[config.mk]
export PLATFORM = sky130hd
export DESIGN_NAME = dbg_host_bridge
export DESIGN_NICKNAME = d
export VERILOG_FILES = /design/src/rtl/dbg_host_bridge_pkg.sv /design/src/rtl/dbg_byte_shift.sv /design/src/rtl/dbg_host_bridge.sv
export SDC_FILE = /design/constraint.sdc
export NUM_CORES = 1
export LEC_CHECK = 0
export ABC_AREA = 1
export CORE_ASPECT_RATIO = 0.75
export CORE_MARGIN = 2
export CORE_UTILIZATION = 35
export CTS_BUF_LIST = sky130_fd_sc_hd__clkbuf_8
export DETAILED_ROUTE_END_ITERATION = 6
export RECOVER_POWER = 50
export SKIP_LAST_GASP = 1
export SYNTH_ARGS = -nofsm -noshare
export SYNTH_HDL_FRONTEND = slang
export SYNTH_SLANG_ARGS = --single-unit
[constraint.sdc]
create_clock -name clk -period 2.4 [get_ports clk]
set_clock_uncertainty 0.15 [all_clocks]
set_input_delay 0.48 -clock clk [delete_from_list [all_inputs] [get_ports clk]]
set_output_delay 0.48 -clock clk [all_outputs]
set_load 0.05 [all_outputs]
[src/rtl/dbg_host_bridge_pkg.sv]
// Shared definitions for the host debug bridge: opcodes, response codes,
// parser/bus state encoding and the debugger register byte addresses.
package dbg_host_bridge_pkg;

  localparam logic [1:0] OP_SYNC  = 2'b00;
  localparam logic [1:0] OP_WRITE = 2'b01;
  localparam logic [1:0] OP_READ  = 2'b10;
  localparam logic [1:0] OP_BAD   = 2'b11;

  localparam logic [7:0] RSP_SYNC = 8'hA5;
  localparam logic [7:0] RSP_WACK = 8'h06;
  localparam logic [7:0] RSP_BAD  = 8'hEE;

  // Debugger register byte addresses (breakpoint, run/step control)
  localparam logic [15:0] DBG_REG_BP   = 16'hFFE4;
  localparam logic [15:0] DBG_REG_CTRL = 16'hFFE6;

  typedef enum logic [3:0] {
    ST_IDLE,
    ST_AH,
    ST_AL,
    ST_DH,
    ST_DL,
    ST_REQ,
    ST_BUS,
    ST_RDW,
    ST_TXH,
    ST_TXL,
    ST_TXA
  } state_t;

  // Single-byte response for commands that finish straight from IDLE
  function automatic logic [7:0] idle_resp(input logic [1:0] op);
    return (op == OP_SYNC) ? RSP_SYNC : RSP_BAD;
  endfunction

endpackage

[src/rtl/dbg_byte_shift.sv]
// 16-bit word assembled from two independently loaded bytes (hi, lo).
module dbg_byte_shift (
  input  logic        clk,
  input  logic        reset,
  input  logic        load_hi,
  input  logic        load_lo,
  input  logic [7:0]  din,
  output logic [15:0] q
);

  logic [15:0] r_q;

  // Capture the incoming byte into the selected half
  always_ff @(posedge clk or posedge reset) begin
    if (reset) begin
      r_q <= '0;
    end else begin
      if (load_hi) r_q[15:8] <= din;
      if (load_lo) r_q[7:0]  <= din;
    end
  end

  assign q = r_q;

endmodule

[src/rtl/dbg_host_bridge.sv]
// Host debug link master: parses UART command frames, runs one b16 word
// cycle per READ/WRITE command and returns the response bytes.
// The datapath is built for a 16-bit bus (l = 16).
module dbg_host_bridge
  import dbg_host_bridge_pkg::*;
#(
  parameter int l       = 16,
  parameter int TIMEOUT = 65535,
  parameter int TW      = 16
) (
  input  logic         clk,
  input  logic         reset,
  input  logic [7:0]   rx_data,
  input  logic         rx_valid,
  output logic         rx_ready,
  output logic [7:0]   tx_data,
  output logic         tx_valid,
  input  logic         tx_ready,
  output logic         req,
  input  logic         gnt,
  output logic [l-1:1] addr,
  output logic [l-1:0] wdata,
  output logic         r,
  output logic [1:0]   w,
  input  logic [l-1:0] rdata
);

  state_t        r_state;
  state_t        w_next;
  logic [1:0]    r_op;
  logic [TW-1:0] r_cnt;
  logic [7:0]    r_tx_data;
  logic [7:0]    r_rd_lo;
  logic          r_rd;
  logic [1:0]    r_wr;

  logic          w_parse;
  logic          w_rx_xfer;
  logic          w_tx_xfer;
  logic          w_timeout;
  logic          w_grant_go;
  logic [15:0]   w_addr_word;
  logic [15:0]   w_wdata_word;
  logic          w_unused_addr0;

  assign w_parse   = (r_state == ST_AH) || (r_state == ST_AL) ||
                     (r_state == ST_DH) || (r_state == ST_DL);
  assign rx_ready  = (r_state == ST_IDLE) || w_parse;
  assign tx_valid  = (r_state == ST_TXH) || (r_state == ST_TXL) || (r_state == ST_TXA);
  assign req       = (r_state == ST_REQ) || (r_state == ST_BUS) || (r_state == ST_RDW);
  assign w_rx_xfer = rx_valid && rx_ready;
  assign w_tx_xfer = tx_valid && tx_ready;
  // A transfer in the same cycle wins over the timeout: the byte is kept
  assign w_timeout = w_parse && !w_rx_xfer && (r_cnt >= TW'(TIMEOUT));
  assign w_grant_go = (r_state == ST_REQ) && gnt;

  dbg_byte_shift u_addr (
    .clk     (clk),
    .reset   (reset),
    .load_hi ((r_state == ST_AH) && w_rx_xfer),
    .load_lo ((r_state == ST_AL) && w_rx_xfer),
    .din     (rx_data),
    .q       (w_addr_word)
  );

  dbg_byte_shift u_wdata (
    .clk     (clk),
    .reset   (reset),
    .load_hi ((r_state == ST_DH) && w_rx_xfer),
    .load_lo ((r_state == ST_DL) && w_rx_xfer),
    .din     (rx_data),
    .q       (w_wdata_word)
  );

  // The bus is word-addressed; the byte-select bit of addr_lo is dropped
  assign addr           = w_addr_word[15:1];
  assign w_unused_addr0 = w_addr_word[0];
  assign wdata          = w_wdata_word;
  assign r              = r_rd;
  assign w              = r_wr;
  assign tx_data        = r_tx_data;

  // State register
  always_ff @(posedge clk or posedge reset) begin
    if (reset) r_state <= ST_IDLE;
    else       r_state <= w_next;
  end

  // Next-state decode for the frame parser, bus cycle and response sender
  always_comb begin
    w_next = r_state;
    case (r_state)
      ST_IDLE: if (w_rx_xfer)
                 w_next = ((rx_data[7:6] == OP_WRITE) || (rx_data[7:6] == OP_READ)) ? ST_AH : ST_TXA;
      ST_AH:   if (w_timeout) w_next = ST_IDLE;
               else if (w_rx_xfer) w_next = ST_AL;
      ST_AL:   if (w_timeout) w_next = ST_IDLE;
               else if (w_rx_xfer) w_next = (r_op == OP_WRITE) ? ST_DH : ST_REQ;
      ST_DH:   if (w_timeout) w_next = ST_IDLE;
               else if (w_rx_xfer) w_next = ST_DL;
      ST_DL:   if (w_timeout) w_next = ST_IDLE;
               else if (w_rx_xfer) w_next = ST_REQ;
      ST_REQ:  if (gnt) w_next = ST_BUS;
      ST_BUS:  w_next = (r_op == OP_WRITE) ? ST_TXA : ST_RDW;
      ST_RDW:  w_next = ST_TXH;
      ST_TXH:  if (tx_ready) w_next = ST_TXL;
      ST_TXL:  if (tx_ready) w_next = ST_IDLE;
      ST_TXA:  if (tx_ready) w_next = ST_IDLE;
      default: w_next = ST_IDLE;
    endcase
  end

  // Latch the opcode of each command byte for the rest of the frame
  always_ff @(posedge clk or posedge reset) begin
    if (reset)                                   r_op <= OP_SYNC;
    else if ((r_state == ST_IDLE) && w_rx_xfer)  r_op <= rx_data[7:6];
  end

  // Inter-byte idle counter: runs only while mid-frame, saturates at all-ones
  always_ff @(posedge clk or posedge reset) begin
    if (reset)                       r_cnt <= '0;
    else if (!w_parse || w_rx_xfer)  r_cnt <= '0;
    else if (r_cnt != {TW{1'b1}})    r_cnt <= r_cnt + 1'b1;
  end

  // One-cycle bus strobes, raised for the single BUS cycle after grant
  always_ff @(posedge clk or posedge reset) begin
    if (reset) begin
      r_rd <= 1'b0;
      r_wr <= 2'b00;
    end else begin
      r_rd <= w_grant_go && (r_op == OP_READ);
      r_wr <= (w_grant_go && (r_op == OP_WRITE)) ? 2'b11 : 2'b00;
    end
  end

  // Response byte register, loaded on entry to each TX state
  always_ff @(posedge clk or posedge reset) begin
    if (reset) begin
      r_tx_data <= 8'h00;
      r_rd_lo   <= 8'h00;
    end else if ((r_state == ST_IDLE) && (w_next == ST_TXA)) begin
      r_tx_data <= idle_resp(rx_data[7:6]);
    end else if ((r_state == ST_BUS) && (w_next == ST_TXA)) begin
      r_tx_data <= RSP_WACK;
    end else if (r_state == ST_RDW) begin
      r_tx_data <= rdata[15:8];
      r_rd_lo   <= rdata[7:0];
    end else if ((r_state == ST_TXH) && w_tx_xfer) begin
      r_tx_data <= r_rd_lo;
    end
  end

endmodule

# Yosys cells after proc, flatten, opt, wreduce, memory -nomap -nowiden
# Cells that the tools add are included.
[word_totals]
regBits = 73
latch_bits = 0
ramBits = 0
mem_bits_ro = 0
input_bits = 29
elab_cells = 88
mem_count = 0
[op_classes]
addsub = 1
n_mul = 0
div_mod_pow = 0
order_cmp = 1
eq_ne = 16
shift = 0
mux = 24
bitwise = 2
n_reduce_logical = 33
[ops]
columns = ["op", "n"]
rows = [
  ["4-bit 2-to-1 mux", 14],
  ["4-bit one-hot mux with 10 select lines", 1],
  ["16-bit 2-to-1 mux", 2],
  ["8-bit 2-to-1 mux", 4],
  ["16-bit by 1-bit adder with 16-bit output (second input constant)", 1],
  ["4-bit by 3-bit == test with 1-bit output (second input constant)", 4],
  ["4-bit == test (second input constant)", 4],
  ["16-bit >= comparator (second input constant)", 1],
  ["16-bit != test (second input constant)", 1],
  ["1-bit logical AND", 15],
  ["1-bit logical OR", 10],
  ["4-bit by 2-bit == test with 1-bit output (second input constant)", 2],
  ["7-bit 2-to-1 mux", 1],
  ["2-bit by 1-bit == test with 1-bit output (second input constant)", 2],
  ["2-bit == test (second input constant)", 2],
  ["4-bit by 1-bit == test with 1-bit output (second input constant)", 1],
  ["4-bit zero test", 1],
  ["4-bit nonzero test", 1],
  ["3-bit 2-to-1 mux", 1],
  ["3-bit AND reduction", 1],
  ["1-bit zero test", 2],
  ["2-bit zero test", 1],
  ["2-bit 2-to-1 mux", 1],
  ["1-bit inverter", 2],
  ["2 further kinds", 2],
]

# Logic depth before layout (Yosys ltp)
[logic_depth]
word_depth = 15
depth_mapped = 10

# Cells and area by module
# From an unflattened synthesis, not the netlist that was laid out.
[unflattened]
cells_unflattened = 478
hier_area_um2 = 3601.0
[by_module_without_submodules]
columns = ["mod", "instances", "cells_each", "area_each_um2", "seq_area_each_um2"]
rows = [
  ["dbg_host_bridge", 1, 340, 2372.3, 1001.0],
  ["dbg_byte_shift", 2, 69, 614.3, 400.4],
]

# Least setup slack after synthesis
# No wires, ideal clock.
[synth_timing]
kind = "register -> output"
start = "reg r_state[2]"
end = "out tx_valid"
arrival_time_ps = 1349
setup_slack_ps = 421
path_stages_with_launch = 4
n_path_buf = 0
path_cell_list = "dfrtp_1 > inv_2 > nand2_1 > a21oi_1"
[synth_between]
elab_chain_cells = 3
word_cells_on_any_way = 5
[synth_lines]
columns = ["element", "line", "rtl"]
rows = [
  ["from (decl)", "dbg_host_bridge.sv:28", "state_t r_state;"],
  ["from (signal assigned)", "dbg_host_bridge.sv:86", "else r_state <= w_next;"],
  ["4-bit == test", "dbg_host_bridge.sv:49", "assign tx_valid = (r_state == ST_TXH) || (r_state == ST_TXL) || (r_state == ST_TXA);"],
  ["1-bit logical OR", "dbg_host_bridge.sv:49", ""],
  ["1-bit logical OR (*)", "dbg_host_bridge.sv:49", ""],
  ["to (decl)", "dbg_host_bridge.sv:17", "output logic tx_valid,"],
]
# Every way passes the cells marked *; elsewhere a longest branch is shown, timed or not.

# Worst setup path in the final report
[layout_timing]
start = "reg r_state[0]"
end = "out rx_ready"
[layout_between]
elab_chain_cells = 5
word_cells_on_any_way = 9
[layout_lines]
columns = ["element", "line", "rtl"]
rows = [
  ["4-bit by 1-bit == test with 1-bit output or 4-bit by 2-bit == test with 1-bit output (tied branches)", "dbg_host_bridge.sv:46", "assign w_parse = (r_state == ST_AH) || (r_state == ST_AL) ||"],
  ["1-bit logical OR (2 in a row)", "dbg_host_bridge.sv:46", ""],
  ["1-bit logical OR", "dbg_host_bridge.sv:47", "(r_state == ST_DH) || (r_state == ST_DL);"],
  ["1-bit logical OR (*)", "dbg_host_bridge.sv:48", "assign rx_ready = (r_state == ST_IDLE) || w_parse;"],
  ["to (decl)", "dbg_host_bridge.sv:15", "output logic rx_ready,"],
]
# Marked as above.

==> reports/summary.txt <==
violation count after the first detailed-route iteration: 161
Tcrit/Tclk final: 91.9%
I/O pins: 74
final WL: 8630 um
vias in the first global route: 2951
Final Hold Viols: 0
first-pass GRT wire length: 14600 um
Mapped Area: 3500 um^2
Min-Delay Path Class: reg2reg
P&R area growth vs syn: 29.3%
Critical Path AT: 1.58 ns
Leak Pwr: 2.13 nW
CORE AREA: 9700 um^2
Max Fanout on Critical Path: 7
power share of the combinational group: 52.4%
CTS Hold Bufs: 0
initial antenna violation count: 0
max_slew headroom: 33.8%
share of cells above drive strength 1: 10.4%
Yosys warnings: 0
worst skew pair latency: 0.35 ns
CTS sink cnt: 71
most frequent cells after synthesis: nand2_1, dfrtp_1, nor2_1
Internal Power: 3.11 mW
top cells by area, synth: dfrtp_1, nand2_1, o21ai_0
Seq pwr share: 32.1%
CTS H-tree lvls: 3
GRT overflow: 0
final instance area: 4520 um^2
vias per std cell: 4.73
via count of the routed design: 3036
Post-Synthesis Cells: 427
endpoints failing setup: 0
Num CTS Buffers: 9
# diodes: 0
MaxCap Viol Count: 0
crit start category: flop
outcome: complete, no violations
Worst-Margin Slew: 0.992 ns
final core occ: 46.6%
Die H: 90.6 um
clock root buffer: clkbuf_8
placed inst area: 4370 um^2
max-slew violations: 0
post-CTS sizing: 0
Hold Crit Depth: 2
Async SR Flop Fraction: 100%
sequential element share of the synthesized area: 50.8%
clock tree buffer depth: 2
CP Capture Type: primary output
clock power share: 15.5%
Avg Inst Size Synth: 8.19 um^2
initial core utilization: 36.1%
Clk pin slew, worst setup/hold paths: 0.08 ns
P per Cell Area: 1320 nW/um^2
synthesized net count: 458
FF-to-FF Start: r_state[0]$_DFF_PP0_
Nets: 537
DP HPWL: 6270 um
die width: 119 um
CTS tree: yes
Hold Path End: r_rd_lo[5]$_DFFE_PP0P_
count leader, synth: nand2_1
DRC Markers: 0
FF/Latch Area: 1780 um^2
Yosys reg bits: 71
ys flop type: dfrtp_1
Fill cells: 964
Setup Total Neg Slack: 0 ns
# rows: 31
Hold Crit Start: r_rd_lo[5]$_DFFE_PP0P_
VDD IR-drop max: 0.792 mV
Synth cell types: 34
post-DR wirelength/cell: 13.4 um
largest net degree at the start of global routing: 72
GRT Total Usage: 17.1%
drt first pass iters: 5
Max Clock Freq: 453 MHz
PortBufs: 73
Final Wtd Congestion: 0.869
Sw Share: 48.0%
Post-Place Cells: 627
RSZ-0062 raised after global routing: no
total chip power: 5.98 mW
cell taking the most area after synthesis: dfrtp_1
die area: 10800 um^2
R2R cell count: 10
worst reg-to-reg setup slack: 0.40 ns
antenna viol nets, final: 0
setup bufs post-CTS: 0
Worst EP required: 1.77 ns
critical path class: reg2out
switching power: 2.87 mW
area of the multi-input gates: 1460 um^2
share of the synthesized area in the top cell type: 50.8%
fin cells: 642
worst r2r dst: tx_data[0]$_DFFE_PP0P_
Post-synth EDFFs: 0
fin crit period: 2.21 ns
## routing by layer
layer	vias to the layer above	global-route usage (%)	share of wire [%]
li1	1529	-	-
met1	1402	24.9	52
met2	98	23.0	40
met3	7	7.26	7.8
met4	0	4.41	0.83
met5	-	0	0
## sequential cells by signal (all words and copies together), names as in the netlist
| register | flops |
|---|---|
| r | 1 |
| r_cnt | 16 |
| r_op | 2 |
| r_rd_lo | 8 |
| r_state | 4 |
| tx_data | 8 |
| u_addr.q | 15 |
| u_wdata.q | 16 |
| w | 1 |
## worst max-delay path by stage
| stage | to | start | slack [ns] | cells past startpoint |
|---|---|---|---|---|
| after floorplan | tx_valid | r_state[2]$_DFF_PP0_ | 0.42 | 3 |
| after global placement | tx_data[6]$_DFFE_PP0P_ | rx_data[7] | 0.19 | 9 |
| after detailed placement | tx_data[7]$_DFFE_PP0P_ | rx_data[7] | 0.11 | 9 |
| after CTS | rx_ready | r_state[0]$_DFF_PP0_ | 0.15 | 4 |
| after global routing | rx_ready | r_state[0]$_DFF_PP0_ | 0.09 | 4 |
| final | rx_ready | r_state[0]$_DFF_PP0_ | 0.19 | 4 |
## critical path, cell delays in order, from the launching register on
cell and delay, ns:
dfrtp_1 0.50, nor2_4 0.24, nand2_4 0.09, nand2_1 0.21, buf_12 0.17
## logic make-up after synthesis
kind of cell / after synthesis / share of synthesized area, %
simple gates: 234 / 30.0
flops: 71 / 50.8
xor+xnor: 3 / 0.751
buf+inv: 52 / 6.69
compound gates: 65 / 11.0
fa+ha+maj: 2 / 0.715
## through the flow
step	setup slack (ns)	hold WS, ns
after floorplan	0.421	0.293
after global placement	0.194	0.311
after detailed placement	0.110	0.312
after CTS	0.150	0.331
after global routing	0.0897	0.342
final	0.194	0.327
## power by group through the flow
stage | combinational [mW] | clock, mW | sequential [mW]
after global placement | 3.14 | 0 | 1.94
final | 3.13 | 0.926 | 1.92
after floorplan | 1.09 | 0 | 2.97
after CTS | 3.17 | 0.958 | 1.92
after global routing | 3.38 | 1.00 | 1.97
after detailed placement | 3.16 | 0 | 1.93
## cell usage in the layout, fill, tap and decap left out, types with 6 or more instances in the layout
cell type,n
o21ai_2,9
clkdlybuf4s50_1,69
nand2_1,142
inv_1,36
nor2_4,6
nand4_1,7
o21ai_0,35
clkbuf_8,9
inv_2,6
nor2_1,38
dfrtp_1,71
nand3_1,27
## cell type report
type                            instances  share of cell area (%)
Clock buffer                            9                    2.74
Multi-Input combinational cell        304                    32.4
Tap cell                              132                    3.65
Clock inverter                          6                    1.38
Inverter                               44                    3.76
Timing Repair Buffer                   76                    16.8
Sequential cell                        71                    39.3
(Power assumes the default switching activity.)
